[config.mk]
export PLATFORM = sky130hd
export DESIGN_NAME = seg7_dual_digit_controller
export DESIGN_NICKNAME = d
export VERILOG_FILES = /design/src/rtl/seg7_dual_digit_controller.sv
export SDC_FILE = /design/constraint.sdc
export NUM_CORES = 1
export LEC_CHECK = 0
export CAP_MARGIN = 20
export CORE_MARGIN = 2
export CORE_UTILIZATION = 46
export DETAILED_ROUTE_END_ITERATION = 10
export PLACE_DENSITY = 0.84
export SLEW_MARGIN = 10
export SYNTH_ARGS = -nofsm -noshare
export SYNTH_HDL_FRONTEND = slang
export SYNTH_SLANG_ARGS = --single-unit
[constraint.sdc]
create_clock -name i_Clk -period 1.9 [get_ports i_Clk]
set_clock_uncertainty 0.1 [all_clocks]
set_input_delay 0.57 -clock i_Clk [delete_from_list [all_inputs] [get_ports i_Clk]]
set_output_delay 0.57 -clock i_Clk [all_outputs]
set_load 0.005 [all_outputs]
[src/rtl/seg7_dual_digit_controller.sv]
// Dual-digit 7-segment sequencer: latches an 8-bit value, time-shares one external
// decoder (high nibble, then low nibble) and rate-limits updates. Option: SEG7_LEADING_ZERO_BLANK_EN.
module seg7_dual_digit_controller #(
  parameter int CLKS_PER_UPDATE = 25000
) (
  input  logic       i_Clk,
  input  logic       i_Rst,
  input  logic [7:0] i_Value,
  input  logic       i_Value_Valid,
  output logic       o_Value_Ready,
  input  logic       i_Enable,
  output logic [3:0] o_Dec_Nibble,
  input  logic [6:0] i_Dec_Segments,
  output logic [6:0] o_Segment1,
  output logic [6:0] o_Segment2,
  output logic       o_Busy
);

  localparam int CW = (CLKS_PER_UPDATE > 1) ? $clog2(CLKS_PER_UPDATE) : 1;
  localparam logic [CW-1:0] LAST = CW'(CLKS_PER_UPDATE - 1);

  typedef enum logic [1:0] {S_IDLE, S_DEC_HI, S_DEC_LO, S_WAIT} state_t;

  state_t        r_State;
  state_t        w_Next;
  logic [7:0]    r_Value;
  logic [CW-1:0] r_Count;
  logic [6:0]    r_Seg1;
  logic [6:0]    r_Seg2;
  logic          w_Ready;
  logic          w_Xfer;
  logic [3:0]    w_Nibble;
  logic [6:0]    w_Hi_Seg;

  // Handshake: a value transfers on any rising edge where i_Value_Valid && o_Value_Ready;
  // ready depends only on state, and valid while not ready is simply dropped.
  assign w_Xfer = i_Value_Valid && w_Ready;

  always_ff @(posedge i_Clk or posedge i_Rst) begin
    if (i_Rst) r_State <= S_IDLE;
    else       r_State <= w_Next;
  end

  always_comb begin
    w_Next = r_State;
    case (r_State)
      S_IDLE:   if (i_Value_Valid) w_Next = S_DEC_HI;
      S_DEC_HI: w_Next = S_DEC_LO;
      S_DEC_LO: w_Next = S_WAIT;
      S_WAIT:   if (r_Count == LAST) w_Next = S_IDLE;
      default:  w_Next = S_IDLE;
    endcase
  end

  always_comb begin
    w_Ready  = 1'b0;
    w_Nibble = 4'h0;
    case (r_State)
      S_IDLE:   w_Ready  = 1'b1;
      S_DEC_HI: w_Nibble = r_Value[7:4];
      S_DEC_LO: w_Nibble = r_Value[3:0];
      default:  w_Nibble = 4'h0;
    endcase
  end

`ifdef SEG7_LEADING_ZERO_BLANK_EN
  assign w_Hi_Seg = (r_Value[7:4] == 4'h0) ? 7'h7F : i_Dec_Segments;
`else
  assign w_Hi_Seg = i_Dec_Segments;
`endif

  // Each digit register only changes in its own decode slot, so displays stay static otherwise.
  always_ff @(posedge i_Clk or posedge i_Rst) begin
    if (i_Rst) begin
      r_Value <= 8'h00;
      r_Count <= '0;
      r_Seg1  <= 7'h7F;
      r_Seg2  <= 7'h7F;
    end else begin
      if (w_Xfer) r_Value <= i_Value;
      case (r_State)
        S_DEC_HI: r_Seg1 <= w_Hi_Seg;
        S_DEC_LO: begin
          r_Seg2  <= i_Dec_Segments;
          r_Count <= '0;
        end
        S_WAIT:   r_Count <= r_Count + 1'b1;
        default:  r_Count <= r_Count;
      endcase
    end
  end

  assign o_Value_Ready = w_Ready;
  assign o_Busy        = !w_Ready;
  assign o_Dec_Nibble  = w_Nibble;
  assign o_Segment1    = i_Enable ? r_Seg1 : 7'h7F;
  assign o_Segment2    = i_Enable ? r_Seg2 : 7'h7F;

endmodule

-- Word-level counts from Yosys, hierarchy flattened
Cells that the tools add are included.
- reductions and logical operators: 5
- equality and inequality tests: 6
- add/subtract/negate cells: 1
- muxes and demuxes: 8
- operator list (operator ; number):
    $pmux W15 S2 ; 1
    $add A15 B1 Y15 const B ; 1
    $eq A15 B15 Y1 const B ; 1
    $mux W7 ; 2
    $pmux W2 S4 ; 1
    $pmux W4 S2 ; 1
    $eq A2 B2 Y1 const B ; 2
    $mux W2 ; 2
    $ne A2 B2 Y1 const B ; 2
    $eq A2 B1 Y1 const B ; 1
    $logic_not A2 Y1 ; 1
    $reduce_and A2 Y1 ; 1
    $reduce_bool A2 Y1 ; 1
    $logic_and A1 B1 Y1 ; 1
    $logic_not A1 Y1 ; 1
    $mux W1 ; 1
- register bits: 39
- input port bits: 19
- word-level logic and storage cells: 25
- output and inout bits: 20

-- Longest topological paths before layout
- depth after elaboration: 3
- mapped depth: 6
- mapped depth without buffers: 5

-- Worst setup path before layout
No wires, ideal clock.
- kind: reg-to-output
- start: register r_State[0]
- end: output o_Dec_Nibble[2]
- arrival: 1317 ps
- cell stages (with the launch flop): 6
- buffers on the path: 1
- path slack: -87 ps
- required time: 1230 ps
- cells stage by stage: dfrtp_1 > inv_1 > ha_1 > buf_1 > a22oi_1 > nor2b_1
- longest elaborated chain between the ends: 2
- elaborated cells between the ends (all ways): 3
- classes of those cells: eq/ne (2); mux (1)
- RTL lines (element ; RTL line ; text):
    start, declared ; 24 ; state_t r_State;
    start signal, assigned ; 41 ; else r_State <= w_Next;
    $eq A2 B2 Y1 / $eq A2 B1 Y1 (equally long branches) ; 58 ; case (r_State)
    $pmux W4 S2 * ; 58 ;
    end, declared ; 12 ; output logic [3:0] o_Dec_Nibble,
Mark *: on every way between the ends. The rest lies on a longest branch, timed or not.

-- Worst setup path after layout
- start: register r_State[1]
- end: output o_Dec_Nibble[2]
The elaborated chain is that of the path after synthesis.

==> metrics.txt <==
# diodes 0; Yosys cell types 32; DR vias/cell 5.20; H-tree Lvls 2; Leak 0.00123 uW; fmax 0.487 GHz; metal2 WL 2.31 mm; drt first-iter violations 115; Pre-antenna DRT Iters 6; number of synthesized register bits 39; routed wire length 4.42 mm; final RePlAce weighted congestion 0.791; power per cell area 569 nW/um^2; Synth Cell Area 1910 sq um; CP cell instances buf_6 -> ha_4 -> a22oi_2 -> nor2b_1 -> buf_2; Tcrit/Tclk final 1.08; Core ar. 4000 sq um; worst hold slack 0.396 ns; Final #Nets 251; fin. max-slew vios 0; CP startpoint r_State[1]$_DFFE_PP0P_; worst setup path category reg -> out; crit path capture o_Dec_Nibble[2]; status complete, but fails checks; CTS sink cnt 39; Reg2Reg Depth 4; Layout area overhead 41.7%; antenna violations before repair 0; met3 routed WL 148 microns; first-pass GRT wire length 7.00 mm; die extent in x 68.4 microns; CTS tree done; Mapped Cells 158; R2R Path End r_State[1]$_DFFE_PP0P_; CP required 1.23 ns; global route total overflow 0; drc violations 0; FF/Latch Area 993 sq um; most common cell after layout, fill and taps aside dfrtp_1; metal1 wirelength 1.89 mm; Top Ports 39; Port Buffers 38; Max-slew headroom 0.742; clk_lat worst skew 0.30 ns; DP HPWL 3.14 mm; Hold Crit Class reg -> reg; final setup TNS -0.510 ns; Post-CTS Hold Buffers 0; slowest stage delay, CP 0.40 ns; vias in the first global route 1454; Synth warnings 0; final hold vios 0; R2R Setup Slk 0.07 ns; Die ar. 4680 sq um; CP Launch Type flip-flop; Seq/Total Area, Yosys 0.521; Clock transition at path regs 0.08 ns; Initial Util 0.477; Rows 23; commonest non-fill, non-tap cells in the layout dfrtp_1 (25), mux2_2 (23), buf_4 (22); critical path arrival 1.38 ns; crit-path max FO 6; DR WL/cell 15.9 microns; root buf cell clkbuf_8; filler cell count 296; crit path time final 2.05 ns; layout cells sized above 1 0.419; Multi-input gate area 965 sq um; failing checks negative setup slack; Max-Cap Viols 0; slowest cell on the critical path dfrtp_1; RSZ-0062 raised after global routing yes; cts bufs inserted 5; Syn Area/Cell 12.1 sq um; CP endpoint kind output port; Die H 68.4 microns; Synthesized Nets 183; Tightest Pin Transition 0.385 ns; Vias 1440; maximum vdd ir drop 0.456 mV; Final WS setup -0.155 ns; CTS Buffer Depth 2; Final setup violation count 4; Worst R2R Start r_Count[10]$_DFFE_PP0P_; Top Metal Used met4; pin count of the biggest net entering global routing 40; GRT Util Overall 0.206; total power 1540 uW; antenna violation net count after detailed routing 0
per-layer routing:
| layer | global-route usage | vias up |
|---|---|---|
| met4 | 0.0825 | 0 |
| li1 | - | 697 |
| met2 | 0.349 | 28 |
| met1 | 0.253 | 709 |
| met3 | 0.0477 | 6 |
| met5 | 0 | - |
Yosys cell counts:
library cell	number	share of area
mux2_2	23	0.14
mux2i_1	7	0.037
and3_1	2	0.0066
ha_1	6	0.039
nand4b_1	1	0.0046
nand3_1	7	0.018
or3_1	1	0.0033
o21ai_1	1	0.0026
clkbuf_1	4	0.0079
xor2_1	1	0.0046
o21ai_0	1	0.0026
nor2b_1	4	0.013
xnor2_1	3	0.014
nor3_1	2	0.0052
mux2_4	1	0.0079
nand2_1	12	0.024
buf_1	1	0.0020
a22o_1	5	0.023
nor2_1	4	0.0079
o311ai_0	1	0.0046
nand2b_1	15	0.049
inv_1	4	0.0079
dfstp_2	14	0.19
nand4_1	3	0.0098
o41ai_2	1	0.0085
a22oi_1	4	0.016
nand4bb_1	1	0.0059
o211ai_1	1	0.0039
dfrtp_1	25	0.33
o31ai_1	1	0.0039
or4_4	1	0.0059
o41ai_1	1	0.0046
cell families after synthesis:
family,count (synthesis),synth area share
XOR/XNOR,4,0.0184
AO/OA/AOI/OAI,16,0.0696
multiplexers,31,0.180
adder cells (fa/ha/maj),6,0.0394
buffers and inverters,9,0.0177
flip-flops,39,0.521
AND/OR/NAND/NOR,53,0.154
state kept, by name, summed over array words and instances, names as in the netlist:
signal / cells
r_Count: 15
r_Seg1: 7
r_Seg2: 7
r_State: 2
r_Value: 8
through the flow:
| stage | setup WS [ns] | cell area [sq um] | std cells | utilization |
|---|---|---|---|---|
| 5_1_grt | -0.216 | 2700 | 277 | 0.675 |
| 4_1_cts | -0.157 | 2680 | 277 | 0.671 |
| 2_1_floorplan | 0.0253 | 1910 | 158 | - |
| 3_3_place_gp | -0.505 | 2510 | 262 | 0.628 |
| 3_5_place_dp | -0.542 | 2510 | 262 | 0.628 |
| 6_report | -0.155 | 2700 | 277 | 0.675 |
report_power, final:
group	switching, uW	internal, uW	total (uW)	leakage (uW)
clock network	297	257	553	0.0000412
registers	8.15	857	865	0.000463
logic	45.2	74.8	120	0.000722
worst max-delay path: cells and delay by family, from the launching register on:
family,cells,cell delay [ns]
compound gates,1,0.18
fa+ha+maj,1,0.18
buf+inv,2,0.26
flops,1,0.40
simple gates,1,0.07
worst min path at each step:
stage                                       start                      end  slack, ns  cells after the start
final                     r_Count[14]$_DFFE_PP0P_  r_Count[14]$_DFFE_PP0P_       0.40                      1
after CTS                 r_Count[14]$_DFFE_PP0P_  r_Count[14]$_DFFE_PP0P_       0.40                      1
after global routing      r_Count[14]$_DFFE_PP0P_  r_Count[14]$_DFFE_PP0P_       0.41                      1
after global placement    r_Count[14]$_DFFE_PP0P_  r_Count[14]$_DFFE_PP0P_       0.38                      1
after detailed placement  r_Count[14]$_DFFE_PP0P_  r_Count[14]$_DFFE_PP0P_       0.39                      1
after floorplan           r_Count[14]$_DFFE_PP0P_  r_Count[14]$_DFFE_PP0P_       0.35                      1
cell type report:
class,instances,area share
timing repair buffer,66,0.215
inverter,4,0.00556
sequential,39,0.368
tap,50,0.0232
clock buffer,6,0.0269
multi-input combinational,110,0.357
clock inverter,2,0.00463
what timing repair did:
action / CTS / global route
pin swaps: 6 / 2
cloned: 1 / 0
setup endpoints to repair: 22 / 11
setup buffers: 6 / 0
resized for setup: 59 / 7
Power figures use the tool's default switching activity.
